[config.mk]
export PLATFORM = sky130hd
export DESIGN_NAME = arith_sequencer
export DESIGN_NICKNAME = d
export VERILOG_FILES = /design/src/rtl/arith_pkg.sv /design/src/rtl/arith_sequencer.sv
export SDC_FILE = /design/constraint.sdc
export NUM_CORES = 1
export LEC_CHECK = 0
export ABC_AREA = 1
export ABC_CLOCK_PERIOD_IN_PS = 5100
export BUFFER_PORTS_ARGS = -buffer_cell sky130_fd_sc_hd__buf_2
export CORE_UTILIZATION = 64
export CTS_BUF_LIST = sky130_fd_sc_hd__clkbuf_4 sky130_fd_sc_hd__clkbuf_8 sky130_fd_sc_hd__clkbuf_16
export CTS_CLUSTER_DIAMETER = 150
export DETAILED_ROUTE_END_ITERATION = 16
export PLACE_DENSITY_LB_ADDON = 0.25
export SETUP_SLACK_MARGIN = 0.4
export SYNTH_ARGS = -nofsm -noshare
export SYNTH_HDL_FRONTEND = slang
export SYNTH_SLANG_ARGS = --single-unit
[constraint.sdc]
create_clock -name clk -period 5.1 [get_ports clk]
set_clock_uncertainty 0.1 [all_clocks]
set_input_delay 0.255 -clock clk [delete_from_list [all_inputs] [get_ports clk]]
set_output_delay 0.255 -clock clk [all_outputs]
set_load 0.05 [all_outputs]
[src/rtl/arith_pkg.sv]
// Shared encodings for the arithmetic sequencer: issue modes, operation codes,
// sequencer states and default pipeline latencies.
package arith_pkg;

    typedef enum logic [1:0] {
        MODE_EXP_SUM = 2'd0,
        MODE_DIV     = 2'd1,
        MODE_GELU    = 2'd2,
        MODE_AGG     = 2'd3
    } ap_mode_e;

    typedef enum logic [1:0] {
        OP_SOFTMAX = 2'd0,
        OP_GELU    = 2'd1,
        OP_AGG     = 2'd2,
        OP_RSVD    = 2'd3
    } op_type_e;

    typedef enum logic [2:0] {
        S_IDLE      = 3'd0,
        S_EXP       = 3'd1,
        S_EXP_DRAIN = 3'd2,
        S_DIV       = 3'd3,
        S_STREAM    = 3'd4,
        S_DONE      = 3'd5
    } seq_state_e;

    localparam int DEF_ADD_LAT = 3;
    localparam int DEF_MUL_LAT = 3;

endpackage

[src/rtl/arith_sequencer.sv]
// Sequences softmax (exp+sum then divide) over a small score buffer and forwards
// GeLU/AGG streams into the arithmetic pipeline issue port.
module arith_sequencer
    import arith_pkg::*;
#(
    parameter int ADD_LAT = DEF_ADD_LAT,
    parameter int MUL_LAT = DEF_MUL_LAT
) (
    input  logic        clk,
    input  logic        rst_n,
    input  logic        sc_wr_en,
    input  logic [2:0]  sc_wr_idx,
    input  logic [15:0] sc_wr_data,
    input  logic        op_start,
    input  logic [1:0]  op_type,
    input  logic [2:0]  op_km1,
    input  logic [7:0]  op_len,
    input  logic        s_valid,
    output logic        s_ready,
    input  logic [15:0] s_data,
    input  logic [15:0] s_psum,
    output logic        ap_valid,
    output logic [15:0] ap_data,
    output logic [15:0] ap_psum,
    output logic [1:0]  ap_mode,
    output logic        busy,
    output logic        done,
    output logic        err
);

    // Gap counts: beat spacing waits LAT cycles, the post-phase drain waits LAT+1.
    localparam logic [7:0] ADD_GAP = 8'(ADD_LAT);
    localparam logic [7:0] ADD_END = 8'(ADD_LAT + 1);
    localparam logic [7:0] MUL_GAP = 8'(MUL_LAT);
    localparam logic [7:0] MUL_END = 8'(MUL_LAT + 1);

    seq_state_e  state_r, state_s;
    logic [7:0]  sp_r, sp_s;
    logic [7:0]  rem_r, rem_s;
    logic [2:0]  idx_r, idx_s;
    logic [2:0]  k_r, k_s;
    logic [1:0]  smode_r, smode_s;
    logic        ap_valid_r, ap_valid_s;
    logic [15:0] ap_data_r, ap_data_s;
    logic [15:0] ap_psum_r, ap_psum_s;
    logic [1:0]  ap_mode_r, ap_mode_s;
    logic        s_ready_r, s_ready_s;
    logic        busy_r, done_r, err_r, err_s;
    logic [15:0] score_r [8];

    // Next-state and next-output logic for the sequencer.
    always_comb begin
        state_s    = state_r;
        sp_s       = sp_r;
        rem_s      = rem_r;
        idx_s      = idx_r;
        k_s        = k_r;
        smode_s    = smode_r;
        ap_valid_s = 1'b0;
        ap_data_s  = ap_data_r;
        ap_psum_s  = ap_psum_r;
        ap_mode_s  = ap_mode_r;
        s_ready_s  = 1'b0;
        err_s      = 1'b0;
        case (state_r)
            S_IDLE: begin
                if (op_start) begin
                    case (op_type)
                        OP_SOFTMAX: begin
                            k_s        = op_km1;
                            ap_valid_s = 1'b1;
                            ap_data_s  = score_r[0];
                            ap_psum_s  = 16'd0;
                            ap_mode_s  = MODE_EXP_SUM;
                            idx_s      = 3'd1;
                            rem_s      = {5'd0, op_km1};
                            if (op_km1 == 3'd0) begin
                                state_s = S_EXP_DRAIN;
                                sp_s    = ADD_END;
                            end else begin
                                state_s = S_EXP;
                                sp_s    = ADD_GAP;
                            end
                        end
                        OP_GELU: begin
                            state_s   = S_STREAM;
                            rem_s     = op_len;
                            smode_s   = MODE_GELU;
                            s_ready_s = 1'b1;
                        end
                        OP_AGG: begin
                            state_s   = S_STREAM;
                            rem_s     = {5'd0, op_km1} + 8'd1;
                            smode_s   = MODE_AGG;
                            s_ready_s = 1'b1;
                        end
                        default: begin
                            err_s = 1'b1;
                        end
                    endcase
                end else begin
                    state_s = S_IDLE;
                end
            end
            S_EXP: begin
                if (sp_r != 8'd0) begin
                    sp_s = sp_r - 8'd1;
                end else begin
                    ap_valid_s = 1'b1;
                    ap_data_s  = score_r[idx_r];
                    idx_s      = idx_r + 3'd1;
                    rem_s      = rem_r - 8'd1;
                    if (rem_r == 8'd1) begin
                        state_s = S_EXP_DRAIN;
                        sp_s    = ADD_END;
                    end else begin
                        sp_s = ADD_GAP;
                    end
                end
            end
            S_EXP_DRAIN: begin
                if (sp_r != 8'd0) begin
                    sp_s = sp_r - 8'd1;
                end else begin
                    state_s    = S_DIV;
                    ap_valid_s = 1'b1;
                    ap_data_s  = score_r[0];
                    ap_mode_s  = MODE_DIV;
                    idx_s      = 3'd1;
                    rem_s      = {5'd0, k_r};
                    sp_s       = (k_r == 3'd0) ? MUL_END : MUL_GAP;
                end
            end
            S_DIV: begin
                // rem_r counts divide beats still to issue; zero means draining.
                if (sp_r != 8'd0) begin
                    sp_s = sp_r - 8'd1;
                end else if (rem_r == 8'd0) begin
                    state_s = S_DONE;
                end else begin
                    ap_valid_s = 1'b1;
                    ap_data_s  = score_r[idx_r];
                    idx_s      = idx_r + 3'd1;
                    rem_s      = rem_r - 8'd1;
                    sp_s       = (rem_r == 8'd1) ? MUL_END : MUL_GAP;
                end
            end
            S_STREAM: begin
                if (!s_ready_r) begin
                    state_s = S_DONE;
                end else if (s_valid) begin
                    ap_valid_s = 1'b1;
                    ap_data_s  = s_data;
                    ap_psum_s  = (smode_r == MODE_AGG) ? s_psum : 16'd0;
                    ap_mode_s  = smode_r;
                    // Count 0 stands for 256, so only the 1 -> done step terminates.
                    if (rem_r == 8'd1) begin
                        s_ready_s = 1'b0;
                    end else begin
                        s_ready_s = 1'b1;
                        rem_s     = rem_r - 8'd1;
                    end
                end else begin
                    s_ready_s = 1'b1;
                end
            end
            S_DONE: begin
                state_s = S_IDLE;
            end
            default: begin
                state_s = S_IDLE;
            end
        endcase
    end

    // Sequencer state, counters and registered outputs.
    always_ff @(posedge clk or negedge rst_n) begin
        if (!rst_n) begin
            state_r    <= S_IDLE;
            sp_r       <= 8'd0;
            rem_r      <= 8'd0;
            idx_r      <= 3'd0;
            k_r        <= 3'd0;
            smode_r    <= 2'd0;
            ap_valid_r <= 1'b0;
            ap_data_r  <= 16'd0;
            ap_psum_r  <= 16'd0;
            ap_mode_r  <= 2'd0;
            s_ready_r  <= 1'b0;
            busy_r     <= 1'b0;
            done_r     <= 1'b0;
            err_r      <= 1'b0;
        end else begin
            state_r    <= state_s;
            sp_r       <= sp_s;
            rem_r      <= rem_s;
            idx_r      <= idx_s;
            k_r        <= k_s;
            smode_r    <= smode_s;
            ap_valid_r <= ap_valid_s;
            ap_data_r  <= ap_data_s;
            ap_psum_r  <= ap_psum_s;
            ap_mode_r  <= ap_mode_s;
            s_ready_r  <= s_ready_s;
            busy_r     <= (state_s != S_IDLE);
            done_r     <= (state_s == S_DONE);
            err_r      <= err_s;
        end
    end

    // Score buffer: writable only while idle so an operation sees stable scores.
    always_ff @(posedge clk or negedge rst_n) begin
        if (!rst_n) begin
            for (int i = 0; i < 8; i++) begin
                score_r[i] <= 16'd0;
            end
        end else if (sc_wr_en && (state_r == S_IDLE)) begin
            score_r[sc_wr_idx] <= sc_wr_data;
        end
    end

    assign s_ready  = s_ready_r;
    assign ap_valid = ap_valid_r;
    assign ap_data  = ap_data_r;
    assign ap_psum  = ap_psum_r;
    assign ap_mode  = ap_mode_r;
    assign busy     = busy_r;
    assign done     = done_r;
    assign err      = err_r;

endmodule

==> metrics.yaml <==
status: "complete, no violations"
hold_viol_final: 0
pwr-share-clk: 0.191
synth.largest_area_cell: "dfrtp_1"
synthXorXnorAreaFrac: 0.00253
insertion_delay_ns: 0.44
die_h_um: 129
syn_to_final_growth_pct: 11.7
yosysWarningCount: 0
max_freq_mhz: 391
grt_pass1_wl_um: 43300
dp_worst_setup_slack_ns: 2.63
final_core_util: 0.732
setup_viol: 0
cp.required_ns: 5.33
muxShareOfSynthArea: 0
first_global_vias: 8811
synth_simple_gate_area_frac: 0.313
syn-mean-instance-area_um2: 7.38
clkTransAtPathRegs_ns: 0.07
drt_iter0_drc: 843
cts.sinks: 194
combPwrFrac: 0.457
ys_async_sr_fraction: 1.00
powerDensity_nw_per_um2: 620
rsz0062_at_grt: "no"
die_w_um: 129
synthCells: 1404
track_usage: 0.337
routed_via_density: 5.54
ys.flop_type: "dfrtp_1"
pin_count: 108
switching_share: 0.443
drv_cap: 0
post_layout_nonfiller_instances: 1703
rows: 46
firstDrtPassIters: 7
wirelength_um: 27000
portBuffers: 107
p_sw_mw: 3.18
ys_ff_latch: 194
synthTopCellsByCount: "nand2_1 (446), nand3_1 (196), dfrtp_1 (194)"
cts_tree: "built"
cp_max_fo: 67
antenna_cells: 0
cp-start-kind: "register"
setup_slack_ns: 2.54
endpoint_kind: "register"
synth_edf_count: 0
drive_gt1_frac: 0.122
leakage_nw: 6.04
grt_antenna_before_repair: 0
hp-class: "in -> reg"
arrival_ns: 2.79
dpl.hpwl_um: 16700
grt_max_degree: 103
place_congestion: 0.898
peakVddDrop_mv: 0.354
netlist_top_cells_area: "dfrtp_1 (47%), nand2_1 (16%), nand3_1 (9.5%)"
synth-compound-area-share: 0.0887
numCtsBuffers: 17
finalSetupTns_ns: 0
synth_top_area_frac: 0.468
drc: 0
dieArea_um2: 16700
grt_overflow_total: 0
seqPwrFrac: 0.352
tightest_slew_ns: 1.28
ant_nets: 0
syn_nets: 1486
start_util: 0.655
ys_seq_area_frac: 0.468
crit_type: "reg -> reg"
synth_top_family_by_area: "simple AND/OR/NAND/NOR gates"
cts_buffer_depth: 2
dp_cells: 1655
h-tree-depth: 4
yosysMostFrequentCell: "nand2_1"
cts_resized: 0
slew_headroom: 0.143
vias: 9427
cts-root-buf: "clkbuf_16"
detail_route.wl_per_cell_um: 15.9
synthAdderAreaFrac: 0.0157
fin_nets: 1557
syn_area_um2: 10400
p_int_mw: 4.00
synth_cell_type_count: 32
layout_min_cycle_time_ns: 2.56
core_area_um2: 15800
period_share: 0.502
maxSlewViolCount: 0
-- layer usage --
metal,vias to the layer above,global-route usage,part of all wire
li1,4533,-,-
met1,4461,0.452,0.42
met2,381,0.562,0.48
met3,52,0.0508,0.069
met4,0,0.115,0.023
met5,-,0,0
-- kinds of logic (layout without fill, tap and decap cells) --
kind of cell,count (synthesis),in the layout
adder cells (fa/ha/maj),13,13
flip-flops,194,194
AND/OR/NAND/NOR,738,738
buffers and inverters,276,359
XOR/XNOR,3,3
AO/OA/AOI/OAI,180,180
-- cells in the final DEF, fill, tap and decap left out --
cell,n
nor3_1,1
bufinv_16,3
o2111ai_1,3
nand2_2,3
buf_4,6
nand4_1,8
inv_6,1
xor2_1,3
nand3b_1,1
a21o_1,1
a21oi_1,22
inv_1,189
nor2_4,12
nor2_2,3
dfrtp_2,1
nand2_1,446
o21bai_1,2
clkbuf_4,1
inv_4,2
nand2_8,1
clkbuf_16,17
o21ai_1,21
dlygate4sd3_1,17
nand3_1,196
clkinv_2,7
nor2_1,58
nand2_4,5
nor3_4,1
buf_2,106
nand3_4,2
o21ai_0,131
nand3_2,1
clkbuf_8,3
ha_1,13
dfrtp_1,193
inv_2,7
-- stage by stage --
stage          instance area (um^2)  power, mW  hold slack [ns]
2_1_floorplan                 10400       4.97           -0.141
3_3_place_gp                  10800       5.64            0.299
3_5_place_dp                  10800       5.74            0.303
4_1_cts                       11600       7.15           0.0188
5_1_grt                       11600       7.73           0.0324
6_report                      11600       7.19           0.0221
-- power by group through the flow --
stage               clock network, mW  registers [mW]  logic [mW]
floorplan                           0            2.77        2.20
global placement                    0            2.52        3.12
detailed placement                  0            2.55        3.20
CTS                              1.38            2.52        3.25
global route                     1.45            2.60        3.68
finish                           1.37            2.53        3.28
-- flip-flops by register name (all words and copies together), names as in the netlist --
signal    cells
rem_r         8
idx_r         3
s_ready       1
k_r           3
smode_r       2
err           1
state_r       3
done          1
ap_valid      1
ap_mode       2
sp_r          8
score_r     128
busy          1
ap_data      16
ap_psum      16
-- final cells by class --
| type | count | area (um^2) |
|---|---|---|
| multi-input cells | 934 | 4350 |
| clock inverters | 11 | 134 |
| well taps | 216 | 270 |
| clock buffers | 20 | 460 |
| flip-flops and latches | 194 | 4860 |
| inverters | 198 | 748 |
| repair buffers | 130 | 759 |
| fillers | 1255 | 4250 |
-- worst max-delay path: stages (launching register included) --
cell and delay (ns):
dfrtp_2 0.39, buf_4 0.35, inv_2 0.94, nand2_1 0.12, nand3_1 0.13, nand3_1 0.09
nand3_1 0.13, nand2_1 0.07, nand2_1 0.06, nand2_1 0.05
-- what timing repair did --
item / CTS / global route
hold buffers: 17 / 0
setup buffers: 0 / 0
hold endpoints to repair: 116 / 0
-- path summary, 6_finish.rpt --
path / slack [ns] / start / cells past startpoint / end
setup / recovery: 2.54 / idx_r[0] / 9 / ap_data[1]
hold / removal: 0.02 / op_start / 3 / err
setup reg to reg: 2.54 / idx_r[0] / 9 / ap_data[1]
hold reg to reg: 0.38 / ap_psum[4] / 2 / ap_psum[4]
max in group asynchronous: 3.30 / rst_n / 3 / idx_r[0]
min in group asynchronous: 0.39 / rst_n / 2 / score_r[121]
Power figures use the tool's default switching activity.
